===== src/rtl/vga_timing_generator.sv =====
// Raster timing generator: free-running h/v counters advanced by a pixel strobe,
// with a one-stage registered sync / data-enable / colour output stage.
module vga_timing_generator #(
    parameter int   H_ACTIVE  = 300,
    parameter int   H_FP      = 9,
    parameter int   H_SYNC    = 46,
    parameter int   H_BP      = 23,
    parameter int   V_ACTIVE  = 480,
    parameter int   V_FP      = 15,
    parameter int   V_SYNC    = 3,
    parameter int   V_BP      = 35,
    parameter logic HSYNC_POL = 1'b0,
    parameter logic VSYNC_POL = 1'b0,
    parameter int   COLOR_W   = 12,
    parameter int   CNT_W     = 11
) (
    input  logic               i_clk,
    input  logic               i_rst_n,
    input  logic               i_enable,
    input  logic [COLOR_W-1:0] i_color,
    output logic [CNT_W-1:0]   o_req_x,
    output logic [CNT_W-1:0]   o_req_y,
    output logic               o_req,
    output logic               o_hsync,
    output logic               o_vsync,
    output logic               o_de,
    output logic [COLOR_W-1:0] o_color,
    output logic               o_line_start,
    output logic               o_frame_start
);

    localparam int H_TOTAL = H_ACTIVE + H_FP + H_SYNC + H_BP;
    localparam int V_TOTAL = V_ACTIVE + V_FP + V_SYNC + V_BP;

    localparam logic [CNT_W-1:0] H_LAST     = CNT_W'(H_TOTAL - 1);
    localparam logic [CNT_W-1:0] V_LAST     = CNT_W'(V_TOTAL - 1);
    localparam logic [CNT_W-1:0] H_VIS_END  = CNT_W'(H_ACTIVE);
    localparam logic [CNT_W-1:0] V_VIS_END  = CNT_W'(V_ACTIVE);
    localparam logic [CNT_W-1:0] HS_START   = CNT_W'(H_ACTIVE + H_FP);
    localparam logic [CNT_W-1:0] HS_END     = CNT_W'(H_ACTIVE + H_FP + H_SYNC);
    localparam logic [CNT_W-1:0] VS_START   = CNT_W'(V_ACTIVE + V_FP);
    localparam logic [CNT_W-1:0] VS_END     = CNT_W'(V_ACTIVE + V_FP + V_SYNC);

    function automatic logic sync_level(input logic active, input logic pol);
        return active ? pol : ~pol;
    endfunction

    logic [CNT_W-1:0] h_cnt_p0;
    logic [CNT_W-1:0] v_cnt_p0;
    logic             vld_p0;
    logic             h_last_p0;
    logic             v_last_p0;
    logic             vis_p0;
    logic             hs_act_p0;
    logic             vs_act_p0;

    assign vld_p0    = i_enable;
    assign h_last_p0 = (h_cnt_p0 == H_LAST);
    assign v_last_p0 = (v_cnt_p0 == V_LAST);
    assign vis_p0    = (h_cnt_p0 < H_VIS_END) && (v_cnt_p0 < V_VIS_END);
    assign hs_act_p0 = (h_cnt_p0 >= HS_START) && (h_cnt_p0 < HS_END);
    assign vs_act_p0 = (v_cnt_p0 >= VS_START) && (v_cnt_p0 < VS_END);

    assign o_req_x = h_cnt_p0;
    assign o_req_y = v_cnt_p0;
    assign o_req   = vis_p0;

    // Stage p0: position counters, advanced only on pixel strobes
    always_ff @(posedge i_clk) begin
        if (!i_rst_n) begin
            h_cnt_p0 <= '0;
            v_cnt_p0 <= '0;
        end else if (vld_p0) begin
            if (h_last_p0) begin
                h_cnt_p0 <= '0;
                v_cnt_p0 <= v_last_p0 ? '0 : v_cnt_p0 + 1'b1;
            end else begin
                h_cnt_p0 <= h_cnt_p0 + 1'b1;
            end
        end
    end

    // Stage p1: registered outputs; pulses are rebuilt every clock so they never stretch
    always_ff @(posedge i_clk) begin
        if (!i_rst_n) begin
            o_hsync       <= ~HSYNC_POL;
            o_vsync       <= ~VSYNC_POL;
            o_de          <= 1'b0;
            o_color       <= '0;
            o_line_start  <= 1'b0;
            o_frame_start <= 1'b0;
        end else begin
            o_line_start  <= vld_p0 && (h_cnt_p0 == '0);
            o_frame_start <= vld_p0 && (h_cnt_p0 == '0) && (v_cnt_p0 == '0);
            if (vld_p0) begin
                o_hsync <= sync_level(hs_act_p0, HSYNC_POL);
                o_vsync <= sync_level(vs_act_p0, VSYNC_POL);
                o_de    <= vis_p0;
                o_color <= vis_p0 ? i_color : '0;
            end
        end
    end

endmodule


===== config.mk =====
export PLATFORM = sky130hd
export DESIGN_NAME = vga_timing_generator
export DESIGN_NICKNAME = d
export VERILOG_FILES = /design/src/rtl/vga_timing_generator.sv
export SDC_FILE = /design/constraint.sdc
export NUM_CORES = 1
export LEC_CHECK = 0
export CORE_AREA = 2 2 88 56
export DETAILED_ROUTE_END_ITERATION = 8
export DIE_AREA = 0 0 90 58
export PLACE_DENSITY = 0.74
export SLEW_MARGIN = 20
export SYNTH_ARGS = -nofsm -noshare
export SYNTH_HDL_FRONTEND = slang
export SYNTH_SLANG_ARGS = --single-unit

===== constraint.sdc =====
create_clock -name i_clk -period 1.5 [get_ports i_clk]
set_input_delay 0.225 -clock i_clk [delete_from_list [all_inputs] [get_ports i_clk]]
set_output_delay 0.225 -clock i_clk [all_outputs]
set_load 0.05 [all_outputs]

Word level (Yosys, flattened, before mapping) --
Index checks and enable logic that the tools add are counted. Widths: inputs -> output; s select.
Cells by class: add/subtract/negate cells 2, magnitude comparators 6, eq/ne operators 2, mux-type cells 5, reductions and logical operators 8
Operators by type and width (count):
- $lt 11x9->1 const B | 4
- $add 11x1->11 const B | 2
- $ge 11x9->1 const B | 2
- $logic_not 11->1 | 2
- $mux 11 | 2
- $mux 12 | 1
- $eq 11x10->1 const B | 1
- $eq 11x9->1 const B | 1
- $logic_and 1x1->1 | 5
- $mux 1 | 2
- $reduce_and 2->1 | 1
Storage, ports and cells: flip-flop bits (word level) 39, bits of input ports 15, output and inout port bits 40, word-level logic and storage cells 31

Depth between registers and ports, before layout --
Gate-level depths: netlist (run 1).
depth in word-level cells 3, gate-level depth with buffers 8

Least setup slack after synthesis (run 1) --
No wires, ideal clock.
kind reg-to-output, start point reg h_cnt_p0[3], in the netlist o_req_x[3], end point out o_req, arrival time 3458 ps, data required time 1275 ps, path slack -2183 ps, cell stages (with the launch flop) 5, cells stage by stage dfxtp_1 -> buf_2 -> a21oi_1 -> o21ai_0 -> a2111oi_0
On the way: cells in the longest elaborated chain, start to end 2
Ends and longest elaborated chain:
- start, declared | RTL line 48 | logic [CNT_W-1:0] h_cnt_p0;
- start signal, assigned | RTL line 78 | h_cnt_p0 <= h_cnt_p0 + 1'b1;
- $lt 11x9->1 | RTL line 60 | assign vis_p0 = (h_cnt_p0 < H_VIS_END) && (v_cnt_p0 < V_VIS_END);
- $logic_and 1x1->1 | RTL line 60
- end, declared | RTL line 23 | output logic o_req,
Every way passes these cells.

Worst setup path after layout (run 1) --
start point reg h_cnt_p0[2], in the netlist o_req_x[2], end point out o_req
Same word-level chain as after synthesis.

==> results of run 1 <==
-- state kept, by name (all words and copies together), names as in the netlist --
register	cells
o_req_y	11
o_color	12
o_hsync	1
o_frame_start	1
o_line_start	1
o_de	1
o_vsync	1
o_req_x	11
-- what timing repair did --
action | CTS | global route
endpoints found under the setup margin | 33 | 38
buffers inserted | 5 | 8
pin swaps | 5 | 11
cloned | 3 | 0
hold buffers | 0 | 0
hold endpoints to repair | 0 | 0
resized for setup | 14 | 38
-- per-stage QoR --
stage	hold slack [ps]	area [sq um]	total power, W	std cells	util
2_1_floorplan	286.9	1952	0.001286	197	-
3_3_place_gp	435.6	2993	0.001446	347	0.6769
3_5_place_dp	449.8	2993	0.001453	347	0.6769
4_1_cts	476.3	3224	0.002275	363	0.7292
5_1_grt	504.6	3433	0.002374	371	0.7765
6_report	467.9	3433	0.002300	371	0.7765
-- kinds of logic after synthesis --
logic type               after synthesis  share of synthesized area
multiplexers                           1                   0.005560
flip-flops                            39                     0.4336
AO/OA/AOI/OAI                         47                     0.1835
XOR/XNOR                              10                    0.04865
adder cells (fa/ha/maj)                5                    0.03475
buffers and inverters                 20                    0.05420
AND/OR/NAND/NOR                       75                     0.2398
-- report_power, final --
group | internal [W] | switching (W) | leakage [nW]
clock | 0.000429 | 0.000397 | 0.0544
sequential | 0.00105 | 0.0000201 | 0.331
combinational | 0.000182 | 0.000218 | 1.01
-- cells in the mapped netlist, types with 2 or more instances --
cell,number,share of area
buf_6,2,0.013
and4_1,5,0.024
ha_1,5,0.035
or3_1,8,0.028
nor3_1,4,0.011
a2111oi_0,3,0.015
a21oi_1,11,0.031
nor4_1,3,0.010
nand3_1,8,0.022
inv_1,9,0.019
nand2_1,14,0.029
clkbuf_1,3,0.0063
o31ai_1,2,0.0083
nor2_1,17,0.035
xor2_1,3,0.015
and3_1,2,0.0069
buf_2,6,0.017
o21ai_0,9,0.025
dfxtp_1,39,0.43
a22o_1,12,0.058
nand4_1,4,0.014
xnor2_1,7,0.034
a21o_1,2,0.0083
-- worst max-delay path, stage by stage (launching register included) --
cell       delay [ps]
dfxtp_4           360
buf_12            130
a21oi_4           110
o21ai_2            90
a2111oi_4         360
buf_12            190
-- path summary, 6_finish.rpt --
path,start,to,slack (ps)
max reg2reg,o_req_x[1],o_req_y[7],-260
min reg2reg,o_de,o_de,470
max,o_req_x[2],o_req,-270
min,o_de,o_de,470
-- layout make-up --
cell class	instances	area (sq um)	area share
clock buffers	6	93.84	0.02733
flip-flops and latches	39	830.8	0.2420
repair buffers	111	1206	0.3513
inverters	9	36.28	0.01057
multi-input cells	141	1175	0.3422
clock inverters	2	12.51	0.003644
well taps	63	78.83	0.02296
-- cells in the final DEF, fill, tap and decap left out, types with 5 or more instances in the layout --
| cell type | Yosys | final |
|---|---|---|
| inv_1 | 9 | 8 |
| a21oi_1 | 11 | 5 |
| buf_12 | 0 | 22 |
| buf_4 | 0 | 59 |
| and4_1 | 5 | 5 |
| buf_6 | 2 | 15 |
| clkbuf_8 | 0 | 5 |
| dfxtp_2 | 0 | 13 |
| a21oi_2 | 0 | 5 |
| a22o_1 | 12 | 12 |
| nand2_1 | 14 | 12 |
| clkdlybuf4s50_1 | 0 | 13 |
| nand3_1 | 8 | 8 |
| dfxtp_1 | 39 | 17 |
| or3_1 | 8 | 7 |
| nor2_1 | 17 | 12 |
| dfxtp_4 | 0 | 9 |
| xnor2_1 | 7 | 7 |
| nor2_2 | 0 | 5 |
-- routing by layer --
layer / GRT usage / part of all wire
met1: 0.3056 / 0.44
met2: 0.3491 / 0.46
met3: 0.06762 / 0.089
met4: 0.07473 / 0.014
met5: 0 / 0
==> impl_metrics.csv, run 1 <==
group,metric,value,unit
outcome,status,"finished, violations left",
outcome,violations,"negative setup slack",
critical_path,end_kind,"output port",
critical_path,crit_type,"register to output port",
worst_hold_path,hp-class,"register to register",
synthesis,synth_edf_count,0,
final_layout,nets,327,
drt,drtPass1Iterations,8,
synthesis,yosys_most_used_dff,"dfxtp_1",
critical_path,crit_path_start_kind,"register",
clock_network,cts_tree,"done",
pwr,leakagePower,1.397,nW
floorplanning,initial_core_util,0.4072,
critical_path,cp_max_fo,6,
synthesis,syn_nets,217,
floorplanning,die_h,58,microns
floorplanning,core_area,0.004422,sq mm
sta,setup_viol,26,
global_route,grt_usage,0.2252,
clock_network,cts_buffers,5,
synthesis,yosys_register_bits,39,
sta,min_period,1773,ps
final_layout,antenna_cells,0,
synthesis,async_flop_share,0,
clock_network,clk_path_buf_depth,2,
sta,setup_tns,-2763,ps
global_route,grt_max_degree,14,
floorplanning,dieArea,0.005220,sq mm
clock_network,clk_pin_slew,80,ps
placed_design,place_ws,-468.3,ps
clock_network,numClockSinks,39,
clock_network,worst_skew_pair.late_latency,300,ps
drt,wire_per_inst,16.58,microns
placed_design,gp_congestion,0.8632,
critical_path,crit_required,1270,ps
drt,drtIter0Drc,161,
clock_network,htree_levels,2,
floorplanning,fp-row-count,19,
sta,hold_viol,0,
synthesis,mappedNetlistArea,0.001800,sq mm
global_route,overflow,0,
sta,worstMarginPinSlew,490.4,ps
final_layout,area_growth,90.69,%
sta,fin_crit_sh,1.182,
sta,slew_headroom,0.6727,
run,cap_violations,0,
clock_network,cts.root.buffer_cell,"clkbuf_8",
critical_path,cp.arrival,1550,ps
sta,max_freq,0.5641,GHz
pwr,ir_worst_vdd,598.4,uV
drt,drc,0,
drt,vias,1991,
sta,finalMaxSlewViolations,0,
drt,wl,6151,microns
final_layout,drive_gt1_frac,0.5357,
placed_design,port_buffers,54,
sta,finClkSkew,2.883,ps
synthesis,syn-mean-instance-area,9.139,sq um
floorplanning,io_pins,55,
final_layout,fill_cells,305,
global_route,grt_pass1_wl,9273,microns
synthesis,yosys_warnings,0,
sta,finalWorstSetupSlack,-272.8,ps
pwr,p_per_area,669.8,mW/mm^2
sta,rsz0062_at_grt,"true",
floorplanning,fp.dieW,90,microns
placed_design,hpwlAfterDp,4080,microns
synthesis,seq_area_frac_synth,0.4336,
drt,final_antenna_net_count,0,
critical_path,r2r_cells,7,
global_route,grt_pass1_vias,1865,
synthesis,synth.distinct_cells,42,
global_route,antenna_found_initial,0,
synthesis,syn_inst,197,
worst_hold_path,whs_path_depth,1,
drt,vias_per_cell,5.367,
Note: power is estimated with default switching activity, not from simulation.
==> run 2: changes to the inputs <==
Settings changed: SETUP_SLACK_MARGIN set to 0.4.
==> run 2 against run 1 <==
Against the previous run: the flow still finishes with violations (negative setup slack); critical path depth did not move; via count up 8.4%; combinational power increased by 24%; critical endpoint unchanged.
==> impl_metrics.csv, run 2 (synthesis gave the netlist of run 1 again) <==
group,metric,value,unit
final_layout,area_growth,116.6,%
drt,wl,7891,microns
critical_path,crit_type,"register to output port",
final_layout,largest_reg_flops,12,
global_route,grt_pass1_vias,2069,
sta,fin_crit_sh,1.182,
floorplanning,core_area,0.004422,sq mm
critical_path,cp_max_fo,2,
outcome,violations,"negative setup slack",
sta,slew_headroom,0.6420,
final_layout,drive_gt1_frac,0.6433,
clock_network,cts_buffers,5,
sta,rsz0062_at_grt,"true",
final_layout,most-common-layout-cells,"buf_6 (46), buf_4 (28), buf_12 (25), dfxtp_4 (19), dfxtp_1 (16)",
clock_network,cts.root.buffer_cell,"clkbuf_8",
placed_design,hpwlAfterDp,3920,microns
sta,finalWorstSetupSlack,-273.3,ps
placed_design,gp_congestion,0.8024,
final_layout,antenna_cells,0,
placed_design,dpl_cell_area,0.002985,sq mm
final_layout,largest_register,"o_color",
run,cap_violations,0,
final_layout,final_area,0.003900,sq mm
critical_path,reg2reg_slack,-240,ps
sta,min_period,1773,ps
global_route,grt_pass1_wl,10690,microns
pwr,power,0.002291,W
final_layout,seqCellArea,857.1,sq um
drt,vias,2159,
final_layout,fill_cells,178,
critical_path,end_kind,"output port",
drt,final_antenna_net_count,0,
floorplanning,io_pins,55,
clock_network,postCtsHoldBufs,0,
clock_network,clk_path_buf_depth,2,
pwr,leakagePower,1.500,nW
placed_design,port_buffers,54,
sta,hold_viol,0,
sta,max_freq,0.5639,GHz
placed_design,place_ws,-380.3,ps
drt,vias_per_cell,5.727,
sta,finalMaxSlewViolations,0,
floorplanning,fp.dieW,90,microns
critical_path,crit_required,1270,ps
global_route,overflow,0,
critical_path,crit_path_start_kind,"register",
final_layout,nets,333,
drt,drtIter0Drc,198,
drt,drc,0,
clock_network,numClockSinks,39,
global_route,grt_max_degree,14,
pwr,p_per_area,587.4,mW/mm^2
clock_network,clk_pin_slew,80,ps
drt,wire_per_inst,20.93,microns
sta,finClkSkew,5.653,ps
floorplanning,initial_core_util,0.4072,
floorplanning,fp-row-count,19,
clock_network,cts_tree,"done",
sta,setup_tns,-3453,ps
sta,worstMarginPinSlew,536.5,ps
sta,setup_viol,27,
final_layout,mostFrequentLayoutCell,"buf_6",
worst_hold_path,hp-class,"register to register",
pwr,ir_worst_vdd,729.2,uV
final_layout,multi_input_area,0.001346,sq mm
drt,drtPass1Iterations,5,
global_route,antenna_found_initial,0,
clock_network,worst_skew_pair.late_latency,300,ps
global_route,grt_usage,0.2625,
floorplanning,die_h,58,microns
floorplanning,dieArea,0.005220,sq mm
outcome,status,"finished, violations left",
critical_path,cp.arrival,1550,ps
clock_network,htree_levels,2,
run 2: final cells by class:
cell class              count  area share
clock buffers               5     0.01765
clock inverters             3    0.004491
inverters                   9    0.009945
multi-input cells         139      0.3452
flip-flops and latches     39      0.2198
well taps                  63     0.02021
repair buffers            119      0.3827
run 2: metrics by stage:
step	utilization	cells	hold slack (ps)
2_1_floorplan	-	197	286.9
3_3_place_gp	0.6752	343	435.1
3_5_place_dp	0.6752	343	446.4
4_1_cts	0.8132	368	467.7
5_1_grt	0.8820	377	505.2
6_report	0.8820	377	491.9
run 2: routing by layer:
| layer | global-route usage | up-vias | wire (microns) |
|---|---|---|---|
| met5 | 0 | - | 0 |
| met4 | 0.08352 | 0 | 157 |
| met3 | 0.06632 | 21 | 623 |
| met2 | 0.3996 | 137 | 3738 |
| met1 | 0.3707 | 1046 | 3371 |
| li1 | - | 955 | - |
run 2: worst max-delay path, stage by stage (launching register included):
cell,delay [ps]
dfxtp_4,350
buf_6,120
a21oi_4,140
o21ai_4,80
a2111oi_4,370
buf_12,190
run 2: timing repair:
action / 4_1_cts / 5_1_grt
setup buffers: 12 / 9
pin swaps: 18 / 14
resized for setup: 91 / 57
gates cloned: 5 / 0
endpoints found under the setup margin: 60 / 73
run 2: power by group:
group          total (W)  internal (W)  switching, W
clock network   0.000734      0.000327      0.000408
logic           0.000496      0.000239      0.000257
registers        0.00106       0.00104     0.0000251
run 2: final timing paths:
kind              cells past startpoint          to  startpoint
setup reg to reg                      7  o_req_y[5]  o_req_x[1]
hold reg to reg                       1        o_de        o_de
hold / removal                        1        o_de        o_de
setup / recovery                      5       o_req  o_req_x[2]
==> run 3: changes to the inputs <==
Settings changed: MAX_ROUTING_LAYER set to met4.
==> run 3 against run 2 <==
Against the previous run: the flow still finishes with violations (negative setup slack); via count up 5.0%; critical path depth unchanged; worst setup slack worse by 26 ps; clock skew down 1.9 ps; sequential cell count unchanged; utilization unchanged.
==> impl_metrics.csv, run 3 (synthesis gave the netlist of run 1 again) <==
group,metric,value,unit
outcome,status,"finished, violations left",
outcome,violations,"negative setup slack",
sta,hold_viol,0,
drt,final_antenna_net_count,0,
floorplanning,fp.dieW,90,microns
pwr,ir_worst_vdd,584.0,uV
final_layout,mostFrequentLayoutCell,"buf_6",
critical_path,crit_slowest_cell,"a2111oi_4",
sta,rsz0062_at_grt,"true",
pwr,p_per_area,592.0,mW/mm^2
final_layout,antenna_cells,0,
clock_network,postCtsHoldBufs,0,
worst_hold_path,hp-class,"register to register",
global_route,grt_pass1_vias,2063,
floorplanning,initial_core_util,0.4072,
critical_path,cp_max_fo,2,
critical_path,cp.arrival,1570,ps
pwr,leakagePower,1.500,nW
run,cap_violations,0,
placed_design,hpwlAfterDp,3920,microns
clock_network,cts_buffers,5,
global_route,grt_max_degree,14,
drt,wire_per_inst,22.93,microns
clock_network,cts_tree,"done",
pwr,p_int,0.001604,W
pwr,combPwrFrac,0.218,
drt,vias_per_cell,6.016,
critical_path,rr_startpoint,"o_req_x[1]",
drt,drc,0,
clock_network,htree_levels,2,
pwr,switching_power,0.0007051,W
placed_design,dp.cells,343,
floorplanning,io_pins,55,
clock_network,numClockSinks,39,
global_route,grt_usage,0.2709,
critical_path,cp-startpoint,"o_req_x[2]",
worst_hold_path,whs_path_depth,1,
final_layout,final_cells,377,
drt,wl,8643,microns
drt,drtIter0Drc,177,
final_layout,nets,333,
critical_path,crit_required,1270,ps
floorplanning,dieArea,0.005220,sq mm
critical_path,reg2reg_slack,-250,ps
critical_path,cp_num_buf_inv,2,
final_layout,fill_cells,192,
sta,setup_viol,27,
drt,drtPass1Iterations,6,
sta,finClkSkew,3.737,ps
clock_network,cts.root.buffer_cell,"clkbuf_8",
clock_network,worst_skew_pair.late_latency,300,ps
critical_path,crit_path_start_kind,"register",
drt,vias,2268,
floorplanning,core_area,0.004422,sq mm
sta,fin_crit_sh,1.199,
placed_design,port_buffers,54,
global_route,overflow,0,
sta,finalMaxSlewViolations,0,
final_layout,largest_register,"o_color",
final_layout,multi_input_area,0.001346,sq mm
final_layout,most-common-layout-cells,"buf_6 (46), buf_4 (28), buf_12 (25), dfxtp_4 (19), dfxtp_1 (16)",
critical_path,regToRegEndpoint,"o_req_y[6]",
pwr,power_frac_clock,0.321,
placed_design,gp_congestion,0.8140,
floorplanning,fp-row-count,19,
sta,max_freq,0.5559,GHz
pwr,p_seq_frac,0.460,
critical_path,critPathMaxStageDelay,400,ps
clock_network,clk_path_buf_depth,2,
sta,finalWorstSetupSlack,-299.0,ps
floorplanning,die_h,58,microns
clock_network,clk_pin_slew,80,ps
final_layout,drive_gt1_frac,0.6433,
critical_path,crit_path_cell_trace,"buf_6 > a21oi_4 > o21ai_4 > a2111oi_4 > buf_12",
sta,min_period,1799,ps
global_route,antenna_found_initial,0,
final_layout,largest_reg_flops,12,
final_layout,area_growth,116.6,%
critical_path,crit_type,"register to output port",
worst_hold_path,hold_path_end,"o_color[10]",
critical_path,critPathTopFamily,"compound AO/OA/AOI/OAI gates",
sta,slew_headroom,0.6277,
pwr,switching_share,0.3054,
final_layout,seqCellArea,857.1,sq um
sta,timing.hold.ws,508.9,ps
worst_hold_path,hp-start,"o_color[10]",
sta,worstMarginPinSlew,557.8,ps
critical_path,r2r_cells,7,
global_route,grt_pass1_wl,10670,microns
critical_path,end_kind,"output port",
run 3: cell counts in the layout (fill, tap and decap cells not counted):
Identical to the previous run, type by type.
run 3: worst max path at each step:
stage                       endpoint  slack, ps  depth (start not counted)
final                          o_req       -300                          5
after global routing           o_req       -340                          5
after CTS                      o_req       -270                          5
after detailed placement  o_color[1]       -380                          4
after global placement    o_color[0]       -320                          4
after floorplan                o_req       -190                          4
run 3: power groups by stage:
stage                     combinational (W)  sequential [W]  clock, W
after floorplan                   0.0000848         0.00120         0
after global placement             0.000350         0.00109         0
after detailed placement           0.000354         0.00109         0
after CTS                          0.000445         0.00106  0.000720
after global routing               0.000520         0.00107  0.000780
final                              0.000504         0.00106  0.000741
run 3: final cells by class:
type	count	area share
Clock buffer	5	0.01765
Clock inverter	3	0.004491
Inverter	9	0.009945
Multi-Input combinational cell	139	0.3452
Sequential cell	39	0.2198
Tap cell	63	0.02021
Timing Repair Buffer	119	0.3827
run 3: repair_timing:
item | in CTS | in global routing
buffers inserted | 12 | 9
endpoints found under the setup margin | 60 | 73
resized for setup | 91 | 57
pin swaps | 18 | 13
cloned | 5 | 0
run 3: per-layer routing:
metal,share of wire,GRT usage,vias to the layer above
li1,-,-,958
met1,0.41,0.3724,1100
met2,0.46,0.4006,166
met3,0.092,0.06242,44
met4,0.038,0.08352,0
met5,0,-,-
run 3: through the flow:
stage | instance area [sq um] | power [W] | util | setup WS, ps | setup TNS (ps)
2_1_floorplan | 1996 | 0.001287 | - | -192.8 | -954.7
3_3_place_gp | 2985 | 0.001441 | 0.6752 | -315.2 | -8633
3_5_place_dp | 2985 | 0.001443 | 0.6752 | -380.3 | -10160
4_1_cts | 3596 | 0.002228 | 0.8132 | -265.3 | -1553
5_1_grt | 3900 | 0.002365 | 0.8820 | -335.5 | -4151
6_report | 3900 | 0.002309 | 0.8820 | -299.0 | -3140
